`src/rtl/sif_pkg.sv`:
```
// Shared SIF types: WA address/data words, the buffered write entry, default buffer depth.
package sif_pkg;

    typedef logic [15:0] addr_t;
    typedef logic [15:0] data_t;

    typedef struct packed {
        addr_t addr;
        data_t data;
    } wa_entry_t;

    localparam int unsigned SIF_WA_DEPTH_DEF = 8;

endpackage : sif_pkg

```
`src/rtl/sif_wa_mem.sv`:
```
// Entry storage for the WA write buffer: synchronous write port, asynchronous read port.
module sif_wa_mem #(
    parameter int unsigned DEPTH = 8,
    parameter int unsigned W     = 32
) (
    input  logic                       clk,
    input  logic                       i_we,
    input  logic [$clog2(DEPTH)-1:0]   i_waddr,
    input  logic [W-1:0]               i_wdata,
    input  logic [$clog2(DEPTH)-1:0]   i_raddr,
    output logic [W-1:0]               o_rdata
);

    logic [W-1:0] r_mem [DEPTH];

    always_ff @(posedge clk) begin
        if (i_we) begin
            r_mem[i_waddr] <= i_wdata;
        end
    end

    assign o_rdata = r_mem[i_raddr];

endmodule : sif_wa_mem

```
`src/rtl/sif_wa_buffer.sv`:
```
// In-order write buffer between the SIF WA port and a slower valid/ready target.
// Build option SIF_WA_DROP_CNT_EN adds the saturating drop_cnt port and counter.
module sif_wa_buffer
    import sif_pkg::*;
#(
    parameter int unsigned DEPTH = SIF_WA_DEPTH_DEF,
    parameter int unsigned AW    = 16,
    parameter int unsigned DW    = 16
) (
    input  logic                       clk,
    input  logic                       rst,
    input  logic                       wa_wr_s,
    input  logic [AW-1:0]              wa_addr,
    input  logic [DW-1:0]              wa_data_wr,
    output logic                       out_valid,
    input  logic                       out_ready,
    output logic [AW-1:0]              out_addr,
    output logic [DW-1:0]              out_data,
    output logic [$clog2(DEPTH):0]     level,
    output logic                       full,
    output logic                       empty,
    output logic                       overflow
`ifdef SIF_WA_DROP_CNT_EN
    ,
    output logic [15:0]                drop_cnt
`endif
);

    localparam int unsigned PW    = $clog2(DEPTH);
    localparam int unsigned PTR_W = PW + 1;
    localparam int unsigned EW    = AW + DW;

    logic [PTR_W-1:0] r_wr_ptr;
    logic [PTR_W-1:0] r_rd_ptr;
    logic             r_overflow;

    logic             w_empty;
    logic             w_full;
    logic             w_pop;
    logic             w_push;
    logic             w_drop;
    logic [EW-1:0]    w_wentry;
    logic [EW-1:0]    w_rentry;

    // Wrap bit distinguishes full from empty when the index bits match.
    assign w_empty = (r_wr_ptr == r_rd_ptr);
    assign w_full  = (r_wr_ptr[PW] != r_rd_ptr[PW]) &&
                     (r_wr_ptr[PW-1:0] == r_rd_ptr[PW-1:0]);

    // A pop at the same edge frees the slot, so a write at full is still accepted.
    assign w_pop  = !w_empty && out_ready;
    assign w_push = wa_wr_s && (!w_full || w_pop);
    assign w_drop = wa_wr_s && w_full && !w_pop;

    assign w_wentry = {wa_addr, wa_data_wr};

    sif_wa_mem #(
        .DEPTH (DEPTH),
        .W     (EW)
    ) u_mem (
        .clk     (clk),
        .i_we    (w_push && !rst),
        .i_waddr (r_wr_ptr[PW-1:0]),
        .i_wdata (w_wentry),
        .i_raddr (r_rd_ptr[PW-1:0]),
        .o_rdata (w_rentry)
    );

    always_ff @(posedge clk) begin
        if (rst) begin
            r_wr_ptr   <= '0;
            r_rd_ptr   <= '0;
            r_overflow <= 1'b0;
        end else begin
            if (w_push) begin
                r_wr_ptr <= r_wr_ptr + PTR_W'(1);
            end
            if (w_pop) begin
                r_rd_ptr <= r_rd_ptr + PTR_W'(1);
            end
            r_overflow <= w_drop;
        end
    end

`ifdef SIF_WA_DROP_CNT_EN
    logic [15:0] r_drop_cnt;

    always_ff @(posedge clk) begin
        if (rst) begin
            r_drop_cnt <= '0;
        end else if (w_drop && (r_drop_cnt != 16'hFFFF)) begin
            r_drop_cnt <= r_drop_cnt + 16'd1;
        end
    end

    assign drop_cnt = r_drop_cnt;
`endif

    // Status and head entry are functions of registered pointers only.
    assign out_valid = !w_empty;
    assign empty     = w_empty;
    assign full      = w_full;
    assign level     = r_wr_ptr - r_rd_ptr;
    assign overflow  = r_overflow;
    assign out_addr  = w_rentry[EW-1:DW];
    assign out_data  = w_rentry[DW-1:0];

endmodule : sif_wa_buffer

```
`config.mk`:
```
export PLATFORM = sky130hd
export DESIGN_NAME = sif_wa_buffer
export DESIGN_NICKNAME = d
export VERILOG_FILES = /design/src/rtl/sif_pkg.sv /design/src/rtl/sif_wa_mem.sv /design/src/rtl/sif_wa_buffer.sv
export SDC_FILE = /design/constraint.sdc
export NUM_CORES = 1
export LEC_CHECK = 0
export CORE_ASPECT_RATIO = 1.4
export CORE_MARGIN = 2
export CORE_UTILIZATION = 45
export CTS_CLUSTER_DIAMETER = 100
export DETAILED_ROUTE_END_ITERATION = 16
export PLACE_DENSITY = 0.69
export SETUP_SLACK_MARGIN = 0.4
export SLEW_MARGIN = 25
export SYNTH_ARGS = -nofsm -noshare
export SYNTH_HDL_FRONTEND = slang
export SYNTH_SLANG_ARGS = --single-unit
```
`constraint.sdc`:
```
create_clock -name clk -period 5.4 [get_ports clk]
set_input_delay 0.81 -clock clk [delete_from_list [all_inputs] [get_ports clk]]
set_output_delay 0.81 -clock clk [all_outputs]
set_load 0.01 [all_outputs]
```
==> out/results.ini <==
[run_status]
outcome=finished, final reports clean

[global_route]
grt_pass1_vias=5110
antenna_found_initial=0
grt_overflow=0
grt_max_degree=44
grt_pass1_wl_um=29400
groute.usage.overall=0.159

[detailed_routing]
wl_per_cell_um=22.0
firstDrtPassIters=4
routed_wl_um=19200
via_per_inst=5.50
ant_nets=0
remaining_drc_errors=0
drtIter0Drc=293
vias=4776

[clock_network]
cts_buffers=24
postCtsSetupRepairBufs=0
ctsHoldBuffers=0
post_cts_resized=0
cts.sinks=268
tritoncts=built
clkTransAtPathRegs_ns=0.06
clock_latency_ns=0.51
clock_path_buffers=3
clock-root-buffer=clkbuf_16
h-tree-depth=1

[worst_setup_path]
critPathKind=flop to primary output
slowest_delay_ns=0.87
cp.arrival_ns=3.16
path_cells=buf_4 > mux4_1 > mux2_4 > clkdlybuf4s50_1
critPathMaxFanout=43
worst_r2r_path_depth=6
cp_slowest_cell=dfxtp_4
cp-end-kind=primary output
cp_data_required_time_ns=4.59
crit_path_start_kind=flop

[synth]
synth_xor_area_frac=0.00826
synthSimpleGateAreaFrac=0.0150
yosys.area.top_type=edfxtp_1
synth_fa_ha_area_frac=0.00790
synth_top_family_by_area=multiplexers
syn_nets=493
synth.distinct_cells=36
netlist_area_um2=10500
avgSynthCellArea_um2=23.2
synthMuxAreaShare=0.187
synth_compound_area_frac=0.00599
ys_seq_area_frac=0.759
ys_seq_elements=268
synth-warning-count=0
synth_cells=451
synth_top_area_share=0.736
synthTopCellsByArea=edfxtp_1, mux4_2, mux4_1

[min_path]
hold_class=flop to flop
hold_depth=2

[run]
cap_viol_max_count=0

[timing]
tns_ns=0
fin_crit_ns=3.97
setup-violations-final=0
drv_slew=0
fin_skew_ns=0.0138
slew_headroom=0.389
fmax_mhz=252
rsz0062_at_grt=no
worst_hold_slack_ns=0.544
finalCritPeriodShare=0.735
tightest_slew_ns=0.916
finalHoldViolations=0
fin_ws_ns=1.43

[floorplanning]
die_area_um2=24500
rows=66
start_util=0.454
ioPinCount=76
die_w_um=133
die_y_um=184
core_area_um2=23000

[placement]
place_area_um2=11700
dp.final_hpwl_um=11500
io_buffers=75
gp_congestion=0.740
place_ws_ns=1.90
dpl.cell_count=827

[power_and_ir_drop]
ir_drop_mv=0.217
power_leakage_nw=3.93
finalPower_mw=4.58
p_per_area_nw_per_um2=369

[cells_and_area]
design_area_um2=12400
postLayoutCoreUtil=0.539
diodes=0
area_growth_pct=18.9
nFillCells=1704
layout.area.seq_um2=7930
multiInputGateArea_um2=2400
nets=589
layout-drive-gt1-share=0.224
stdcell_count=869

[cell usage in the layout (no fill, tap or decap), drive strengths merged, types with 2 or more instances in the layout]
cell | synthesis | final
a21oi | 4 | 4
clkdlybuf4s50 | 0 | 75
nor3 | 2 | 2
nand2 | 6 | 6
dfxtp | 12 | 12
clkinvlp | 0 | 2
bufinv | 0 | 2
clkinv | 0 | 6
xnor2 | 6 | 6
mux2 | 32 | 32
mux4 | 64 | 64
nand3 | 4 | 4
edfxtp | 256 | 256
nor2 | 13 | 13
buf | 14 | 15
inv | 9 | 9
xor2 | 3 | 3
clkbuf | 6 | 32
nand4 | 2 | 2
ha | 5 | 5
[cell usage after synthesis (all sizes together)]
cell type / count
edfxtp: 256
mux4: 64
mux2: 32
buf: 14
nor2: 13
dfxtp: 12
inv: 9
clkbuf: 6
nand2: 6
xnor2: 6
ha: 5
a21oi: 4
nand3: 4
xor2: 3
nand4: 2
nor3: 2
a21o: 1
a31oi: 1
and3: 1
fa: 1
nand2b: 1
nand3b: 1
nand4b: 1
nor3b: 1
o211ai: 1
o21ai: 1
o311ai: 1
o31ai: 1
or3: 1
[metal layers]
layer  up-vias  GRT usage  share of wire
met5         -          0              0
met4         0     0.0495          0.024
met3        33     0.0198          0.033
met2       122      0.298           0.54
met1      2528      0.191           0.40
li1       2093          -              -
[path summary, 6_finish.rpt]
kind | endpoint | startpoint | slack [ns]
worst max-delay path | out_data[3] | flop | 1.43
worst max register to register | u_mem.r_mem[3][26]$_DFFE_PP_ | r_wr_ptr[2]$_SDFFE_PP0P_ | 2.42
worst min register to register | r_wr_ptr[0]$_SDFFE_PP0P_ | r_wr_ptr[0]$_SDFFE_PP0P_ | 0.54
worst min-delay path | r_wr_ptr[0]$_SDFFE_PP0P_ | r_wr_ptr[0]$_SDFFE_PP0P_ | 0.54
[registers in the layout, indices dropped and copies added, names as in the netlist, named ones only]
name / flops
u_mem.r_mem: 256
overflow: 1
r_wr_ptr: 4
r_rd_ptr: 4
[critical path: cells and delay by family (launching register included)]
family   cells  cell delay, ns
flops        1            0.87
mux          2            0.87
buf+inv      2            0.87
[where the power goes]
| group | switching [mW] | internal (mW) |
|---|---|---|
| Sequential | 0.0637 | 2.31 |
| Clock | 0.694 | 0.939 |
| Combinational | 0.217 | 0.362 |
| Total | 0.974 | 3.61 |
[final cells by class]
class | instances | share of cell area
sequential | 268 | 0.639
clock buffer | 32 | 0.0525
tap | 306 | 0.0308
timing repair buffer | 90 | 0.0743
clock inverter | 10 | 0.00775
multi-input combinational | 154 | 0.193
inverter | 9 | 0.00272
[kinds of logic (layout without fill, tap and decap cells)]
group / after synthesis / count (layout)
XOR/XNOR: 9 / 9
adder cells (fa/ha/maj): 6 / 6
flip-flops: 268 / 268
multiplexers: 96 / 96
buffers and inverters: 29 / 141
AO/OA/AOI/OAI: 10 / 10
AND/OR/NAND/NOR: 33 / 33
No activity file was read; power rests on OpenSTA's default activity.
